[src/rtl/pep_batch_unpack_pkg.sv]
// Shared widths, types and helpers for the batch unpacker.
package pep_batch_unpack_pkg;

  localparam int unsigned BATCH_PBS_NB = 12;
  localparam int unsigned TOTAL_PBS_NB = 27;
  localparam int unsigned GRAM_NB      = 3;

  localparam int unsigned PID_W  = $clog2(TOTAL_PBS_NB);
  localparam int unsigned GID_W  = $clog2(GRAM_NB);
  localparam int unsigned BPBS_W = $clog2(BATCH_PBS_NB + 1);

  typedef logic [PID_W-1:0]  pid_t;
  typedef logic [GID_W-1:0]  gid_t;
  typedef logic [BPBS_W-1:0] bpbs_t;

  typedef struct packed {
    pid_t pid;
    gid_t gid;
    logic last;
  } done_t;

  // GRAM owning a slot.
  function automatic gid_t pid2gid(pid_t pid);
    return gid_t'(pid % pid_t'(GRAM_NB));
  endfunction

endpackage

[src/rtl/pep_batch_unpack_if.sv]
// Command and per-PBS notification bundle of the batch unpacker.
interface pep_batch_unpack_if;
  import pep_batch_unpack_pkg::*;

  logic  cmd_vld;
  logic  cmd_rdy;
  pid_t  cmd_pid;
  bpbs_t cmd_pbs_nb;
  logic  done_vld;
  logic  done_rdy;
  pid_t  done_pid;
  gid_t  done_gid;
  logic  done_last;
  logic  busy;
  logic  cmd_err;

  // Scheduler / slot-release side.
  modport master (
    output cmd_vld, cmd_pid, cmd_pbs_nb, done_rdy,
    input  cmd_rdy, done_vld, done_pid, done_gid, done_last, busy, cmd_err
  );

  // Unpacker side.
  modport slave (
    input  cmd_vld, cmd_pid, cmd_pbs_nb, done_rdy,
    output cmd_rdy, done_vld, done_pid, done_gid, done_last, busy, cmd_err
  );

endinterface

[src/rtl/pep_pid_wrap_cnt.sv]
// Loadable incrementing counter wrapping at WrapVal, with a wrap pulse.
module pep_pid_wrap_cnt #(
  parameter int unsigned Width   = 5,
  parameter int unsigned WrapVal = 27
) (
  input  logic             clk,
  input  logic             a_rst_n,
  input  logic             i_load,
  input  logic [Width-1:0] i_load_val,
  input  logic             i_clr,
  input  logic             i_inc,
  output logic [Width-1:0] o_cnt,
  output logic             o_wrap
);

  logic [Width-1:0] r_cnt;
  logic [Width-1:0] w_cnt_nxt;

  assign o_wrap = i_inc & (r_cnt == Width'(WrapVal - 1));
  assign o_cnt  = r_cnt;

  // Next value: load beats clear beats increment.
  always_comb begin
    w_cnt_nxt = r_cnt;
    if (i_load) begin
      w_cnt_nxt = i_load_val;
    end else if (i_clr) begin
      w_cnt_nxt = '0;
    end else if (i_inc) begin
      w_cnt_nxt = o_wrap ? '0 : r_cnt + Width'(1);
    end
  end

  // Counter register.
  always_ff @(posedge clk or negedge a_rst_n) begin
    if (!a_rst_n) begin
      r_cnt <= '0;
    end else begin
      r_cnt <= w_cnt_nxt;
    end
  end

endmodule

[src/rtl/pep_batch_unpack.sv]
// Expands batch-completion commands into serial per-PBS notifications.
// Optional build macro PEP_BATCH_UNPACK_CHECK_EN: drop malformed commands and
// pulse cmd_err; otherwise every command is run and cmd_err is tied low.
module pep_batch_unpack
  import pep_batch_unpack_pkg::*;
(
  input  logic                     clk,
  input  logic                     a_rst_n,
  pep_batch_unpack_if.slave        bus
);

  typedef enum logic {StIdle, StRun} state_e;

  state_e r_state;
  state_e w_state_nxt;
  bpbs_t  r_rem;
  bpbs_t  w_rem_nxt;
  logic   r_cmd_rdy;
  logic   w_accept;
  logic   w_hs;
  logic   w_bad;
  logic   w_pid_wrap;
  pid_t   w_pid;
  gid_t   w_gid;

  // cmd_rdy is only ever high in IDLE, so it doubles as the state qualifier.
  assign w_accept = bus.cmd_vld & r_cmd_rdy;
  assign w_hs     = (r_state == StRun) & bus.done_rdy;

`ifdef PEP_BATCH_UNPACK_CHECK_EN
  logic r_cmd_err;

  assign w_bad = (bus.cmd_pbs_nb == '0)
               | (bus.cmd_pbs_nb > bpbs_t'(BATCH_PBS_NB))
               | (bus.cmd_pid >= pid_t'(TOTAL_PBS_NB));

  // One-cycle error pulse after a dropped command.
  always_ff @(posedge clk or negedge a_rst_n) begin
    if (!a_rst_n) begin
      r_cmd_err <= 1'b0;
    end else begin
      r_cmd_err <= w_accept & w_bad;
    end
  end

  assign bus.cmd_err = r_cmd_err;
`else
  assign w_bad       = 1'b0;
  assign bus.cmd_err = 1'b0;
`endif

  // Next-state and remaining-count logic.
  always_comb begin
    w_state_nxt = r_state;
    w_rem_nxt   = r_rem;
    unique case (r_state)
      StIdle: begin
        if (w_accept) begin
          w_rem_nxt = bus.cmd_pbs_nb;
          if (!w_bad) begin
            w_state_nxt = StRun;
          end
        end
      end
      StRun: begin
        if (w_hs) begin
          w_rem_nxt = r_rem - bpbs_t'(1);
          if (r_rem == bpbs_t'(1)) begin
            w_state_nxt = StIdle;
          end
        end
      end
      default: w_state_nxt = StIdle;
    endcase
  end

  // State, remaining count and registered command ready.
  always_ff @(posedge clk or negedge a_rst_n) begin
    if (!a_rst_n) begin
      r_state   <= StIdle;
      r_rem     <= '0;
      r_cmd_rdy <= 1'b0;
    end else begin
      r_state   <= w_state_nxt;
      r_rem     <= w_rem_nxt;
      r_cmd_rdy <= (w_state_nxt == StIdle);
    end
  end

  pep_pid_wrap_cnt #(
    .Width   (PID_W),
    .WrapVal (TOTAL_PBS_NB)
  ) u_pid_cnt (
    .clk        (clk),
    .a_rst_n    (a_rst_n),
    .i_load     (w_accept),
    .i_load_val (bus.cmd_pid),
    .i_clr      (1'b0),
    .i_inc      (w_hs),
    .o_cnt      (w_pid),
    .o_wrap     (w_pid_wrap)
  );

  // Cleared on pid wrap so gid stays pid mod GRAM_NB for any slot count.
  pep_pid_wrap_cnt #(
    .Width   (GID_W),
    .WrapVal (GRAM_NB)
  ) u_gid_cnt (
    .clk        (clk),
    .a_rst_n    (a_rst_n),
    .i_load     (w_accept),
    .i_load_val (pid2gid(bus.cmd_pid)),
    .i_clr      (w_pid_wrap),
    .i_inc      (w_hs),
    .o_cnt      (w_gid),
    .o_wrap     ()
  );

  assign bus.cmd_rdy   = r_cmd_rdy;
  assign bus.done_vld  = (r_state == StRun);
  assign bus.busy      = (r_state == StRun);
  assign bus.done_pid  = w_pid;
  assign bus.done_gid  = w_gid;
  assign bus.done_last = (r_state == StRun) & (r_rem == bpbs_t'(1));

endmodule
[src/flat_wrapper.sv]
// flat-port wrapper written by rule: the top's interface ports become plain ports
module pep_batch_unpack_flat import pep_batch_unpack_pkg::*;
  (clk, a_rst_n, bus_cmd_vld, bus_cmd_pid, bus_cmd_pbs_nb, bus_done_rdy, bus_cmd_rdy, bus_done_vld, bus_done_pid, bus_done_gid, bus_done_last, bus_busy, bus_cmd_err);
  pep_batch_unpack_if bus_i ();
  input  logic clk;
  input  logic a_rst_n;
  input wire logic [$bits(bus_i.cmd_vld)-1:0] bus_cmd_vld;
  input wire logic [$bits(bus_i.cmd_pid)-1:0] bus_cmd_pid;
  input wire logic [$bits(bus_i.cmd_pbs_nb)-1:0] bus_cmd_pbs_nb;
  input wire logic [$bits(bus_i.done_rdy)-1:0] bus_done_rdy;
  output wire logic [$bits(bus_i.cmd_rdy)-1:0] bus_cmd_rdy;
  output wire logic [$bits(bus_i.done_vld)-1:0] bus_done_vld;
  output wire logic [$bits(bus_i.done_pid)-1:0] bus_done_pid;
  output wire logic [$bits(bus_i.done_gid)-1:0] bus_done_gid;
  output wire logic [$bits(bus_i.done_last)-1:0] bus_done_last;
  output wire logic [$bits(bus_i.busy)-1:0] bus_busy;
  output wire logic [$bits(bus_i.cmd_err)-1:0] bus_cmd_err;
  assign bus_i.cmd_vld = bus_cmd_vld;
  assign bus_i.cmd_pid = bus_cmd_pid;
  assign bus_i.cmd_pbs_nb = bus_cmd_pbs_nb;
  assign bus_i.done_rdy = bus_done_rdy;
  assign bus_cmd_rdy = bus_i.cmd_rdy;
  assign bus_done_vld = bus_i.done_vld;
  assign bus_done_pid = bus_i.done_pid;
  assign bus_done_gid = bus_i.done_gid;
  assign bus_done_last = bus_i.done_last;
  assign bus_busy = bus_i.busy;
  assign bus_cmd_err = bus_i.cmd_err;
  pep_batch_unpack u_core (.clk(clk), .a_rst_n(a_rst_n), .bus(bus_i));
endmodule
[config.mk]
export PLATFORM = sky130hd
export DESIGN_NAME = pep_batch_unpack_flat
export DESIGN_NICKNAME = d
export VERILOG_FILES = /design/src/rtl/pep_batch_unpack_pkg.sv /design/src/rtl/pep_batch_unpack_if.sv /design/src/rtl/pep_pid_wrap_cnt.sv /design/src/rtl/pep_batch_unpack.sv /design/src/flat_wrapper.sv
export SDC_FILE = /design/constraint.sdc
export NUM_CORES = 1
export LEC_CHECK = 0
export CAP_MARGIN = 10
export CORE_ASPECT_RATIO = 0.6
export CORE_UTILIZATION = 54
export DETAILED_ROUTE_END_ITERATION = 16
export GPL_ROUTABILITY_DRIVEN = 0
export GPL_TIMING_DRIVEN = 0
export PLACE_DENSITY = 0.84
export SLEW_MARGIN = 20
export SYNTH_ARGS = -nofsm -noshare
export SYNTH_HDL_FRONTEND = slang
export SYNTH_HIERARCHICAL = 1
export SYNTH_SLANG_ARGS = --single-unit
[constraint.sdc]
create_clock -name clk -period 4.9 [get_ports clk]
set_clock_uncertainty 0.15 [all_clocks]
set_input_delay 1.47 -clock clk [delete_from_list [all_inputs] [get_ports clk]]
set_output_delay 1.47 -clock clk [all_outputs]
set_load 0.01 [all_outputs]
==> metrics.cfg, run 1 <==
[outcome]
outcome = complete, no violations

[grt]
grt_pass1_vias = 1062
grt_overflow = 0
grt.total_usage_pct = 29.7
grt_max_degree = 14
antenna_found_initial = 0
grt_first_pass_wirelength_um = 4940

[placed_design]
dpl_cell_area_mm2 = 0.00144
dp.cells = 194
io_buffers = 23
dp_hpwl_um = 2310

[layout]
layout.nets = 191
nFillCells = 134
design_area_mm2 = 0.00147
drive_above_1_share_pct = 10.6
syn_to_final_growth_pct = 25.6
utilization_pct = 75.8
n_antenna_cell = 0
layout.cells.non_filler = 198

[detailed_routing]
drc = 0
wl_um = 2960
wl_per_cell_um = 14.9
viasPerCell = 6.02
postRouteAntennaNets = 0
first_iter_violations = 132
vias = 1191
drt_first_pass_iters = 4

[sta]
tightestPinTransition_ns = 0.570
final_max_slew_viol_count = 0
hold_viol = 0
fin_tns_setup_ns = 0
fmax_mhz = 224
rsz0062_at_grt = no
fin_crit_sh_pct = 91.1
finalHoldWorstSlack_ns = 0.431
setup_viol = 0
finalCriticalPeriod_ns = 4.47
relSlewSlack_pct = 61.9

[clock_tree]
path_clk_slew_ns = 0.08
cts_resized = 0
cts.htree.levels = 1
clk_latency_ns = 0.28
cts_tree = done
numCtsBuffers = 3
cts_sinks = 13
cts_hold_buf = 0
cts_setup_buffers = 0
cts.root.buffer_cell = clkbuf_4
clk_path_buf_depth = 2

[hold_path]
min-delay-start = u_core/r_rem[2]
hold_path_class = register to register
whs_path_depth = 1
min_delay_worst_endpoint = u_core/r_rem[2]

[critical_path]
crit_path_max_incr_delay_ns = 0.49
critical_path.startpoint = bus_cmd_pid[3]
crit_chain = clkdlybuf4s50_1 > buf_2 > clkbuf_1 > ha_1 > buf_2 > nor2_1 > o221ai_1 > ha_1 > or3_1 > a311o_1 > o31a_2 > a22o_1
r2r_end = u_core/u_pid_cnt/o_cnt[4]
r2r_setup_slack_ns = 3.14
cp_top_family = compound AO/OA/AOI/OAI gates
worst_setup_path_end_kind = register
slowest_stage = clkdlybuf4s50_1
reg2reg_depth = 6
critPathBufInv = 4
critical_path.startpoint_type = primary input
crit_type = primary input to register
required_ns = 4.93
cp.arrival_ns = 4.50
r2r_start = u_core/bus.cmd_rdy
cp_max_fo = 10

[power]
ir_drop_mv = 0.232
leakage_nw = 0.645
power_density_mw_per_mm2 = 421

[floorplan]
num_rows = 12
die_w_um = 62.1
core_area_mm2 = 0.00194
dieArea_mm2 = 0.00236
initial_core_util_pct = 60.4
die_h_um = 38.1
ios = 25

[yosys]
syn_area_mm2 = 0.00117
avgSynthCellArea_um2 = 8.30
netlist_instances = 141
ys_warn_count = 6

[run]
maxCapViolCount = 0

## flip-flops by register name, indices dropped and copies added (netlist names)
register and cells:
u_core/bus.cmd_rdy 1, u_core/r_rem 4, u_core/u_gid_cnt/o_cnt 2, u_core/bus.busy 1, u_core/u_pid_cnt/o_cnt 5
## worst max path at each step
stage,to,slack [ns],cells past startpoint
floorplan,u_core/u_gid_cnt/o_cnt[1],0.99,11
global placement,u_core/u_gid_cnt/o_cnt[1],0.26,12
detailed placement,u_core/u_gid_cnt/o_cnt[1],0.19,12
CTS,u_core/u_gid_cnt/o_cnt[1],0.47,12
global route,u_core/u_gid_cnt/o_cnt[1],0.29,12
finish,u_core/u_gid_cnt/o_cnt[1],0.43,12
## report_power, final
| part | internal [mW] | leakage, nW | switching [mW] |
|---|---|---|---|
| logic | 0.174 | 0.470 | 0.175 |
| registers | 0.150 | 0.160 | 0.0511 |
| clock network | 0.0316 | 0.0150 | 0.0361 |
| total | 0.356 | 0.645 | 0.262 |
## layer usage
layer	wire (um)	track usage, %	share of wire, %	vias up
met2	1250	42.3	42	46
met1	1490	45.1	51	566
li1	-	-	-	575
met4	23	6.67	0.78	0
met5	0	0	0	-
met3	184	6.42	6.2	4
## per-stage QoR
step	power, mW	worst slack (ns)
floorplan	0.407	0.985
global placement	0.524	0.256
detailed placement	0.544	0.186
CTS	0.616	0.472
global route	0.662	0.291
finish	0.618	0.434
## cell type report
cell class / instances / area [um2] / area share, %
Clock buffer: 4 / 26.3 / 1.79
Multi-Input combinational cell: 114 / 777 / 52.9
Buffer: 10 / 52.6 / 3.58
Sequential cell: 13 / 325 / 22.1
Tap cell: 28 / 35.0 / 2.39
Timing Repair Buffer: 23 / 230 / 15.7
Inverter: 6 / 22.5 / 1.53
## cell usage in the layout (no fill, tap or decap), types with 4 or more instances in the layout
cell type,instances
dfrtp_1,13
nand2b_1,4
o21ai_0,5
ha_1,7
inv_1,6
mux2i_1,4
nand2_1,13
a21oi_1,8
nor2_1,8
a31oi_1,5
clkdlybuf4s50_1,23
buf_2,6
Note: power is estimated with default switching activity, not from simulation.
==> run 2, diff against run 1 <==
Clock period 4.9 ns to 5.6 ns, I/O delays scaled along.
==> results of run 2 <==
Same layout as run 1 (identical final DEF). Status: complete, no violations.
Among the figures that moved: setup slack after placement 0.186 ns -> 0.676 ns; setup slack after layout 0.434 ns -> 0.924 ns; register-to-register setup slack 3.14 ns -> 3.84 ns; total power 0.618 mW -> 0.541 mW; worst IR drop on VDD 0.232 mV -> 0.203 mV
==> run 3, diff against run 2 <==
Settings changed: CORE_UTILIZATION 54 to 50, PLACE_DENSITY 0.84 to 0.79.
Clock period 5.6 ns to 4.6 ns, I/O delays scaled along.
==> run 3 against run 2 <==
- clock-buffer cell count is the same
- non-clock buffer count is the same
- final cell count grew 1.0%
- global-route usage shrank 4.7 points
- wire length grew 0.64%
- total power grew 26%
- utilization shrank 7.4 points
- largest cell class unchanged
- largest power group unchanged
==> metrics.cfg, run 3 (synthesis results as in run 1) <==
[outcome]
outcome = complete, no violations

[layout]
layout.cells.non_filler = 200  ; +1.0%
design_area_mm2 = 0.00149  ; +1.6%
drive_above_1_share_pct = 11.2  ; +0.59 points
n_antenna_cell = 0  ; unchanged
largest_reg_flops = 5  ; unchanged
layout_commonest_cell = clkdlybuf4s50_1
final_cell_mix = clkdlybuf4s50_1 (23), nand2_1 (13), dfrtp_1 (13), a21oi_1 (8), nor2_1 (8)
syn_to_final_growth_pct = 27.6
utilization_pct = 68.5  ; -7.4 points
layout.nets = 191  ; unchanged
nFillCells = 176  ; +31%

[power]
seqPwrFrac_pct = 31.6  ; -0.9 points
ir_drop_mv = 0.261
clock_power_share_pct = 14.7  ; +3.7 points
total_power_uw = 683
p_int_uw = 407
swShare_pct = 40.3
switchingPower_uw = 276
power_frac_comb_pct = 53.7  ; -2.8 points
leakage_nw = 0.652  ; +0.95%
power_density_mw_per_mm2 = 458

[detailed_routing]
drt_first_pass_iters = 4  ; unchanged
vias = 1173  ; -1.5%
postRouteAntennaNets = 0  ; unchanged
drc = 0  ; unchanged
wl_per_cell_um = 14.9  ; -0.36%
wl_um = 2980  ; +0.64%
first_iter_violations = 81  ; -39%
viasPerCell = 5.87  ; -2.5%

[grt]
grt_max_degree = 14  ; unchanged
grt_pass1_vias = 990  ; -6.8%
grt_overflow = 0  ; unchanged
antenna_found_initial = 0  ; unchanged
grt_first_pass_wirelength_um = 4530  ; -8.4%
grt.total_usage_pct = 25.0  ; -4.7 points

[placed_design]
dp_hpwl_um = 2390  ; +3.4%
dpl_cell_area_mm2 = 0.00145  ; +0.17%
dp.cells = 196  ; +1.0%
io_buffers = 23  ; unchanged
post-place-ws_ns = -0.0799

[clock_tree]
cts_setup_buffers = 0  ; unchanged
cts_tree = done
clk_path_buf_depth = 2  ; unchanged
path_clk_slew_ns = 0.05  ; -0.03 ns
clk_latency_ns = 0.24  ; -0.04 ns
cts.root.buffer_cell = clkbuf_8
cts_sinks = 13  ; unchanged
cts_hold_buf = 0  ; unchanged
cts.htree.levels = 1  ; unchanged
numCtsBuffers = 3  ; unchanged

[sta]
hold_viol = 0  ; unchanged
fin_crit_sh_pct = 97.1
fin_tns_setup_ns = 0  ; unchanged
finalHoldWorstSlack_ns = 0.440  ; +0.00874 ns
rsz0062_at_grt = no
setup_viol = 0  ; unchanged
relSlewSlack_pct = 62.0  ; +0.16 points
tightestPinTransition_ns = 0.568  ; -0.00238 ns
fin_ws_ns = 0.131
final_max_slew_viol_count = 0  ; unchanged
finalCriticalPeriod_ns = 4.47
fmax_mhz = 224

[floorplan]
dieArea_mm2 = 0.00254  ; +7.7%
initial_core_util_pct = 53.7  ; -6.7 points
core_area_mm2 = 0.00218  ; +13%
die_w_um = 64.4  ; +3.8%
num_rows = 13  ; +1
die_h_um = 39.5  ; +3.7%
ios = 25  ; unchanged

[critical_path]
r2r_end = u_core/u_gid_cnt/o_cnt[1]
cp.arrival_ns = 4.45
r2r_start = u_core/bus.busy
r2r_setup_slack_ns = 2.87
reg2reg_depth = 5  ; -1
worst_setup_path_end_kind = register
critical_path.startpoint_type = primary input
required_ns = 4.58
crit_type = primary input to register
cp_max_fo = 10  ; unchanged

[hold_path]
min-delay-start = u_core/r_rem[2]
min_delay_worst_endpoint = u_core/r_rem[2]
whs_path_depth = 1  ; unchanged
hold_path_class = register to register

[run]
maxCapViolCount = 0  ; unchanged

run 3: worst max path at each step:
stage	slack [ns]	to	from	cells past startpoint
floorplan	0.78	u_core/u_gid_cnt/o_cnt[1]	bus_cmd_pid[3]	11
global placement	0.04	u_core/u_gid_cnt/o_cnt[1]	bus_cmd_pid[3]	12
detailed placement	-0.08	u_core/u_gid_cnt/o_cnt[1]	bus_cmd_pid[3]	12
CTS	0.18	u_core/u_gid_cnt/o_cnt[1]	bus_cmd_pid[3]	12
global route	0.008	u_core/u_gid_cnt/o_cnt[1]	bus_cmd_pid[3]	12
finish	0.13	u_core/u_gid_cnt/o_cnt[1]	bus_cmd_pid[3]	12
run 3: worst max-delay path, stage by stage:
cell and delay [ns]:
clkdlybuf4s50_1 0.50, buf_2 0.21, clkbuf_1 0.11, ha_1 0.19, buf_2 0.22, nor2_1 0.07
o221ai_1 0.30, ha_1 0.31, or3_1 0.40, a311o_1 0.40, o31a_2 0.13, a22o_1 0.22
run 3: layout make-up:
cell class	instances	area (um2)	share of cell area, %
multi-input combinational	114	779	52.2
tap	30	37.5	2.51
inverter	6	22.5	1.51
timing repair buffer	23	230	15.4
buffer	10	52.6	3.52
clock buffer	4	45.0	3.02
sequential	13	325	21.8
run 3: per-layer routing:
layer | global-route usage, % | routed length, um | up-vias
met4 | 4.44 | 0 | 0
li1 | - | - | 579
met2 | 39.7 | 1340 | 34
met5 | 0 | 0 | -
met3 | 6.69 | 127 | 0
met1 | 34.4 | 1510 | 560
run 3: power groups by stage:
stage | Combinational [mW] | Sequential [mW] | Clock (mW)
after floorplan | 0.218 | 0.216 | 0
after global routing | 0.399 | 0.222 | 0.108
after CTS | 0.364 | 0.216 | 0.104
after global placement | 0.347 | 0.213 | 0
after detailed placement | 0.364 | 0.217 | 0
final | 0.367 | 0.216 | 0.100
run 3: what timing repair did:
action	4_1_cts	5_1_grt
gates resized for setup	0	1
setup endpoints to repair	0	1
endpoints found under the hold margin	0	0
